### config.mk
export PLATFORM = sky130hd
export DESIGN_NAME = ar_uid_allocator
export DESIGN_NICKNAME = d
export VERILOG_FILES = /design/src/rtl/uid_pkg.sv /design/src/rtl/ar_uid_row_table.sv /design/src/rtl/ar_uid_allocator.sv
export SDC_FILE = /design/constraint.sdc
export NUM_CORES = 1
export LEC_CHECK = 0
export ABC_CLOCK_PERIOD_IN_PS = 7200
export CORE_MARGIN = 5
export CORE_UTILIZATION = 60
export CTS_BUF_LIST = sky130_fd_sc_hd__clkbuf_4
export CTS_CLUSTER_SIZE = 12
export DETAILED_ROUTE_END_ITERATION = 8
export HOLD_SLACK_MARGIN = 0.15
export PLACE_DENSITY_LB_ADDON = 0.15
export SETUP_SLACK_MARGIN = 0.02
export SLEW_MARGIN = 30
export SYNTH_ARGS = -nofsm -noshare
export SYNTH_HDL_FRONTEND = slang
export SYNTH_SLANG_ARGS = --single-unit
### constraint.sdc
create_clock -name clk -period 7.2 [get_ports clk]
set_input_delay 1.8 -clock clk [delete_from_list [all_inputs] [get_ports clk]]
set_output_delay 1.8 -clock clk [all_outputs]
set_load 0.01 [all_outputs]
### src/rtl/uid_pkg.sv
// Shared UID geometry and helpers for the AR allocator and the R-channel ordering unit.
package uid_pkg;

   localparam int unsigned DEF_ID_WIDTH        = 4;
   localparam int unsigned DEF_MAX_OUTSTANDING = 16;
   localparam int unsigned DEF_PAYLOAD_W       = 64;

   localparam int unsigned ROW_W = $clog2(DEF_MAX_OUTSTANDING);
   localparam int unsigned COL_W = $clog2(DEF_MAX_OUTSTANDING);
   localparam int unsigned UID_W = ROW_W + COL_W;

   typedef logic [UID_W-1:0] uid_t;

   function automatic logic [ROW_W-1:0] uid_row(input uid_t uid);
      return uid[UID_W-1:COL_W];
   endfunction

   function automatic logic [COL_W-1:0] uid_col(input uid_t uid);
      return uid[COL_W-1:0];
   endfunction

   function automatic uid_t mk_uid(input logic [ROW_W-1:0] row, input logic [COL_W-1:0] col);
      return {row, col};
   endfunction

endpackage

### src/rtl/ar_uid_row_table.sv
// Per-row binding table: original ID, next allocation column and outstanding count per row.
module ar_uid_row_table #(
   parameter int unsigned ID_WIDTH = 4,
   parameter int unsigned NUM_ROWS = 16,
   parameter int unsigned NUM_COLS = 16,
   parameter int unsigned ROW_W    = 4,
   parameter int unsigned COL_W    = 4
) (
   input  logic                clk,
   input  logic                rst,
   input  logic [ID_WIDTH-1:0] lookup_id,
   input  logic                budget_ok,
   output logic                hit,
   output logic [ROW_W-1:0]    hit_row,
   output logic [ROW_W-1:0]    free_row,
   output logic                can_alloc,
   input  logic                alloc_en,
   input  logic [ROW_W-1:0]    alloc_row,
   output logic [COL_W-1:0]    alloc_col,
   input  logic                rel_en,
   input  logic [ROW_W-1:0]    rel_row,
   output logic                rel_empty,
   input  logic [ROW_W-1:0]    rd_row,
   output logic [ID_WIDTH-1:0] rd_id
);
   import uid_pkg::*;

   localparam logic [COL_W:0]   CntMax  = (COL_W+1)'(NUM_COLS);
   localparam logic [COL_W-1:0] ColLast = COL_W'(NUM_COLS - 1);

   logic [NUM_ROWS-1:0] row_valid_q, row_valid_d;
   logic [ID_WIDTH-1:0] row_orig_id_q [NUM_ROWS];
   logic [ID_WIDTH-1:0] row_orig_id_d [NUM_ROWS];
   logic [COL_W-1:0]    alloc_idx_q   [NUM_ROWS];
   logic [COL_W-1:0]    alloc_idx_d   [NUM_ROWS];
   logic [COL_W:0]      row_cnt_q     [NUM_ROWS];
   logic [COL_W:0]      row_cnt_d     [NUM_ROWS];
   logic [NUM_ROWS-1:0] inc, dec;
   logic                free_avail;

   always_comb begin
      hit        = 1'b0;
      hit_row    = '0;
      free_avail = 1'b0;
      free_row   = '0;
      for (int r = 0; r < NUM_ROWS; r++) begin
         if (row_valid_q[r] && row_orig_id_q[r] == lookup_id) begin
            hit     = 1'b1;
            hit_row = ROW_W'(r);
         end
      end
      // Descending scan leaves the lowest unbound row selected.
      for (int r = NUM_ROWS - 1; r >= 0; r--) begin
         if (!row_valid_q[r]) begin
            free_avail = 1'b1;
            free_row   = ROW_W'(r);
         end
      end
      can_alloc = budget_ok & (hit ? (row_cnt_q[hit_row] < CntMax) : free_avail);
   end

   assign alloc_col = alloc_idx_q[alloc_row];
   assign rel_empty = (row_cnt_q[rel_row] == '0);
   assign rd_id     = row_orig_id_q[rd_row];

   always_comb begin
      row_valid_d   = row_valid_q;
      row_orig_id_d = row_orig_id_q;
      alloc_idx_d   = alloc_idx_q;
      row_cnt_d     = row_cnt_q;
      inc           = '0;
      dec           = '0;
      for (int r = 0; r < NUM_ROWS; r++) begin
         inc[r] = alloc_en && (alloc_row == ROW_W'(r));
         dec[r] = rel_en && (rel_row == ROW_W'(r)) && (row_cnt_q[r] != '0);
         if (inc[r]) begin
            row_valid_d[r]   = 1'b1;
            row_orig_id_d[r] = lookup_id;
            alloc_idx_d[r]   = (alloc_idx_q[r] == ColLast) ? '0 : alloc_idx_q[r] + 1'b1;
         end
         row_cnt_d[r] = row_cnt_q[r] + (COL_W+1)'(inc[r]) - (COL_W+1)'(dec[r]);
         // A same-edge accept keeps the row bound even when the last slot retires.
         if (dec[r] && !inc[r] && row_cnt_q[r] == (COL_W+1)'(1)) begin
            row_valid_d[r] = 1'b0;
         end
      end
   end

   always_ff @(posedge clk) begin
      if (rst) begin
         row_valid_q <= '0;
         for (int r = 0; r < NUM_ROWS; r++) begin
            row_orig_id_q[r] <= '0;
            alloc_idx_q[r]   <= '0;
            row_cnt_q[r]     <= '0;
         end
      end else begin
         row_valid_q   <= row_valid_d;
         row_orig_id_q <= row_orig_id_d;
         alloc_idx_q   <= alloc_idx_d;
         row_cnt_q     <= row_cnt_d;
      end
   end

endmodule

### src/rtl/ar_uid_allocator.sv
// AR-side UID allocator: binds original IDs to rows, stamps {row,col} UIDs, restores IDs on free.
module ar_uid_allocator #(
   parameter int unsigned ID_WIDTH        = uid_pkg::DEF_ID_WIDTH,
   parameter int unsigned MAX_OUTSTANDING = uid_pkg::DEF_MAX_OUTSTANDING,
   parameter int unsigned NUM_ROWS        = MAX_OUTSTANDING,
   parameter int unsigned NUM_COLS        = MAX_OUTSTANDING,
   parameter int unsigned PAYLOAD_W       = uid_pkg::DEF_PAYLOAD_W,
   localparam int unsigned ROW_W          = $clog2(NUM_ROWS),
   localparam int unsigned COL_W          = $clog2(NUM_COLS),
   localparam int unsigned UID_W          = ROW_W + COL_W,
   localparam int unsigned CNT_W          = $clog2(MAX_OUTSTANDING + 1)
) (
   input  logic                 clk,
   input  logic                 rst,
   input  logic                 ar_in_valid,
   output logic                 ar_in_ready,
   input  logic [ID_WIDTH-1:0]  ar_in_id,
   input  logic [PAYLOAD_W-1:0] ar_in_payload,
   output logic                 ar_out_valid,
   input  logic                 ar_out_ready,
   output logic [UID_W-1:0]     ar_out_uid,
   output logic [PAYLOAD_W-1:0] ar_out_payload,
   input  logic                 free_req,
   input  logic [UID_W-1:0]     free_uid,
   output logic [ID_WIDTH-1:0]  restored_id,
   output logic [CNT_W-1:0]     outstanding_cnt,
   output logic                 free_err
);
   import uid_pkg::*;

   logic                 out_valid_q, out_valid_d;
   logic [UID_W-1:0]     out_uid_q, out_uid_d;
   logic [PAYLOAD_W-1:0] out_payload_q, out_payload_d;
   logic [CNT_W-1:0]     cnt_q, cnt_d;
   logic                 free_err_q;

   logic             hit, can_alloc, rel_empty;
   logic [ROW_W-1:0] hit_row, free_row, alloc_row, rel_row;
   logic [COL_W-1:0] alloc_col;
   logic             stage_ready, accept, free_ok, budget_ok;

   assign budget_ok   = (cnt_q < CNT_W'(MAX_OUTSTANDING));
   assign stage_ready = !out_valid_q | ar_out_ready;
   assign ar_in_ready = !rst & stage_ready & can_alloc;
   assign accept      = ar_in_valid & ar_in_ready;
   assign alloc_row   = hit ? hit_row : free_row;
   assign rel_row     = free_uid[UID_W-1:COL_W];
   assign free_ok     = free_req & !rel_empty;

   ar_uid_row_table #(
      .ID_WIDTH (ID_WIDTH),
      .NUM_ROWS (NUM_ROWS),
      .NUM_COLS (NUM_COLS),
      .ROW_W    (ROW_W),
      .COL_W    (COL_W)
   ) u_row_table (
      .clk       (clk),
      .rst       (rst),
      .lookup_id (ar_in_id),
      .budget_ok (budget_ok),
      .hit       (hit),
      .hit_row   (hit_row),
      .free_row  (free_row),
      .can_alloc (can_alloc),
      .alloc_en  (accept),
      .alloc_row (alloc_row),
      .alloc_col (alloc_col),
      .rel_en    (free_ok),
      .rel_row   (rel_row),
      .rel_empty (rel_empty),
      .rd_row    (rel_row),
      .rd_id     (restored_id)
   );

   always_comb begin
      out_valid_d   = out_valid_q;
      out_uid_d     = out_uid_q;
      out_payload_d = out_payload_q;
      cnt_d         = cnt_q;
      if (stage_ready) begin
         out_valid_d = accept;
         if (accept) begin
            out_uid_d     = {alloc_row, alloc_col};
            out_payload_d = ar_in_payload;
         end
      end
      unique case ({accept, free_ok})
         2'b10:   cnt_d = cnt_q + CNT_W'(1);
         2'b01:   cnt_d = cnt_q - CNT_W'(1);
         default: cnt_d = cnt_q;
      endcase
   end

   always_ff @(posedge clk) begin
      if (rst) begin
         out_valid_q   <= 1'b0;
         out_uid_q     <= '0;
         out_payload_q <= '0;
         cnt_q         <= '0;
         free_err_q    <= 1'b0;
      end else begin
         out_valid_q   <= out_valid_d;
         out_uid_q     <= out_uid_d;
         out_payload_q <= out_payload_d;
         cnt_q         <= cnt_d;
         free_err_q    <= free_req & rel_empty;
      end
   end

   assign ar_out_valid    = out_valid_q;
   assign ar_out_uid      = out_uid_q;
   assign ar_out_payload  = out_payload_q;
   assign outstanding_cnt = cnt_q;
   assign free_err        = free_err_q;

endmodule

==> flow_metrics.py <==
metrics = {
    "power_and_ir_drop": {
        "cellPowerDensity_nw_per_um2": 186.2,
        "ir_drop_mv": 0.1460,
        "p_leak_uw": 0.008107,
        "switchingPower_uw": 1008,
        "swShare": 0.2688,
        "internal_power_uw": 2743,
        "pwr-share-comb": 0.111,
        "clock_power_share": 0.423,
        "seqPwrFrac": 0.466,
    },
    "clock_tree": {
        "cts_buffers": 84,
        "clk_latency_ps": 740,
        "htreeDepth": 3,
        "clk_pin_slew_worst_paths_ps": 50,
        "cts-root-buf": "clkbuf_4",
        "cts_tree": "built",
        "cts_hold_buf": 0,
        "clock-sinks": 303,
        "clk_path_buf_depth": 3,
    },
    "worst_setup_path": {
        "crit_chain": "clkdlybuf4s50_1 > buf_6 > buf_6 > buf_4 > xnor2_1 > nand2_1 > nor4_4 > and4b_2 > nand2_1 > nor4_1 > nor4_1 > o311a_2 > o31ai_2 > a21oi_2 > buf_4 > dlymetal6s2s_1",
        "cp_slowest_cell": "clkdlybuf4s50_1",
        "path_max_fanout": 12,
        "worst-path-buf-inv": 6,
        "path_class": "in -> out",
        "path_delay_family": "buffers and inverters",
        "crit_arrival_ps": 5000,
        "cp-start-kind": "primary input",
        "critPathMaxStageDelay_ps": 470,
        "cp-end-kind": "primary output",
        "crit_required_ps": 5400,
        "cp.depth": 16,
        "worstRegToRegCells": 20,
    },
    "run": {
        "cap_violations": 0,
    },
    "placed_design": {
        "gp_congestion": 0.9769,
        "portBuffers": 160,
        "pre_cts_ws_ps": -31.43,
        "dp_hpwl_um": 32880,
    },
    "global_route": {
        "grt_pass1_wl_um": 73940,
        "grt_max_degree": 220,
        "grt_pass1_vias": 14780,
        "track_usage": 0.2871,
        "antenna_found_initial": 2,
        "gr-total-overflow": 0,
    },
    "logic_synthesis": {
        "synthCells": 1987,
        "synth.ff_latch_count": 303,
        "synth_fp_nets": 2201,
        "synthTopCellsByArea": "dfxtp_1, ha_1, a21oi_1",
        "synth_ff_type": "dfxtp_1",
        "synth_area_um2": 16920,
        "synth_cell_types": 76,
        "synthArstFlopShare": 0,
        "synth_top_family_by_area": "simple AND/OR/NAND/NOR gates",
        "syn_avg_cell_area_um2": 8.517,
        "synth-simple-area-share": 0.1733,
        "synth_xor_xnor_area_share": 0.06210,
        "synth_fa_ha_area_frac": 0.1059,
        "synthMuxAreaShare": 0.08901,
        "yosysWarnings": 0,
        "yosysSeqAreaShare": 0.3584,
        "synth_compound_area_frac": 0.1465,
        "synth_top_area_frac": 0.3584,
        "yosysTopAreaCell": "dfxtp_1",
        "synth-edff-count": 0,
    },
    "floorplan": {
        "fp.coreArea_um2": 27780,
        "ios": 165,
        "start_util": 0.6092,
        "die_x_um": 177.9,
        "dieArea_um2": 31660,
        "rows": 61,
        "fp.dieH_um": 177.9,
    },
    "drt": {
        "vias": 15080,
        "antenna_left": 0,
        "drt_iter0_markers": 1252,
        "routed_wl_um": 45670,
        "viasPerCell": 5.739,
        "dr.pass1.iters": 6,
        "wl_per_cell_um": 17.38,
        "drc_errors": 0,
    },
    "cells_and_area": {
        "drive_gt1_frac": 0.1143,
        "fin_util": 0.7252,
        "fill_cells": 2192,
        "mostFrequentLayoutCell": "dfxtp_1",
        "area_growth_pct": 19.04,
        "nets": 2395,
        "final_cell_mix": "dfxtp_1, nand2_1, nor2_1, a21oi_1, inv_1",
    },
    "timing": {
        "finalMaxSlewViolations": 0,
        "setup_viol": 0,
        "hold_violations": 0,
        "setup_ws_ps": 403.0,
        "finalCritPeriodShare": 0.9440,
        "max_slew_margin": 0.3456,
        "fmax_ghz": 0.1471,
        "period_minus_slack_ps": 6797,
        "tightest_slew_ps": 981.6,
        "rsz0062_at_grt": "no",
        "clock_skew_ps": 42.52,
    },
    "worst_hold_path": {
        "hp-class": "reg -> reg",
        "hold_path_depth": 2,
    },
    "status": {
        "status": "complete, no violations",
    },
}
==> cells in the mapped netlist (6+ instances only) <==
cell type and n:
a21o_1 20, buf_2 33, clkbuf_1 55, o21ai_0 46, and2_1 7, ha_1 116, inv_1 160, or3_1 31
nand2_1 250, a311o_1 10, mux2i_1 92, nor4_1 17, xor2_1 71, nor3_1 21, xnor2_1 49, nand3_1 41
buf_1 10, o311ai_0 7, nor2b_1 21, dfxtp_1 303, a21oi_1 197, nand4_1 22, o22ai_1 7, buf_6 6
o31ai_1 14, a311oi_1 16, and3_1 8, o41ai_1 10, nor2_1 203, o211ai_1 6, a31oi_1 11, fa_1 17
mux4_2 24, o21a_1 7, nand2b_1 6, o311ai_1 6
==> stage by stage <==
stage          cells  TNS (ps)  instance area [um2]  hold WS (ps)  power [uW]
2_1_floorplan   1987         0                16920         449.4        2021
3_3_place_gp    2472    -4.035                18980         441.1        2189
3_5_place_dp    2472    -31.43                18980         446.5        2197
4_1_cts         2625         0                20110         453.9        3790
5_1_grt         2627         0                20140         468.6        3934
6_report        2628         0                20150         450.3        3751
==> layer usage <==
metal  wire (um)  track usage
met5          46            0
met4        1467      0.09668
met3        3743      0.07478
met2       21660       0.4866
met1       18750       0.3556
==> final timing paths <==
path,start,end,slack [ps]
hold / removal,ar_out_payload[0],ar_out_payload[0],450
hold reg to reg,ar_out_payload[0],ar_out_payload[0],450
setup reg to reg,u_row_table.row_orig_id_q[44],outstanding_cnt[4],2560
setup / recovery,ar_in_id[0],ar_in_ready,400
==> flip-flops by register name (all words and copies together), names as in the netlist <==
name,cells
u_row_table.row_cnt_q,80
u_row_table.row_orig_id_q,64
ar_out_valid,1
u_row_table.row_valid_q,16
ar_out_payload,64
outstanding_cnt,5
ar_out_uid,8
free_err,1
u_row_table.alloc_idx_q,64
==> area by class of cell <==
type	count	area, um2	area share
antenna	2	5.005	0.0002484
clock buffer	131	983.4	0.04881
clock inverter	22	116.4	0.005776
inverter	161	604.3	0.03000
multi-input combinational	1417	9828	0.4878
sequential	303	6066	0.3011
tap	378	473.0	0.02348
timing repair buffer	214	2071	0.1028
==> power groups by stage <==
stage	registers, uW	logic (uW)	clock network [uW]
floorplan	1790	228	0
global placement	1780	405	0
detailed placement	1790	411	0
CTS	1750	415	1630
global route	1750	456	1730
finish	1750	416	1590
==> kinds of logic (layout without fill, tap and decap cells) <==
| group | Yosys count | in the layout |
|---|---|---|
| AOI/OAI and AO/OA | 395 | 395 |
| xor gates and xnor gates | 120 | 120 |
| adders and majority gates | 133 | 133 |
| buffers and inverters | 267 | 528 |
| DFF | 303 | 303 |
| muxes | 120 | 120 |
| other | 0 | 2 |
| and+or+nand+nor | 649 | 649 |
==> tightest hold or removal path, delay by kind of cell (launching register included) <==
| kind | cells | cell delay [ps] |
|---|---|---|
| DFF | 1 | 300 |
| and+or+nand+nor | 1 | 50 |
| AOI/OAI and AO/OA | 1 | 50 |
==> what timing repair did <==
action / in CTS / in global routing
gates resized for setup: 4 / 7
buffers inserted: 0 / 1
pin swaps: 0 / 3
setup endpoints to repair: 1 / 1
No activity file was read; power rests on OpenSTA's default activity.
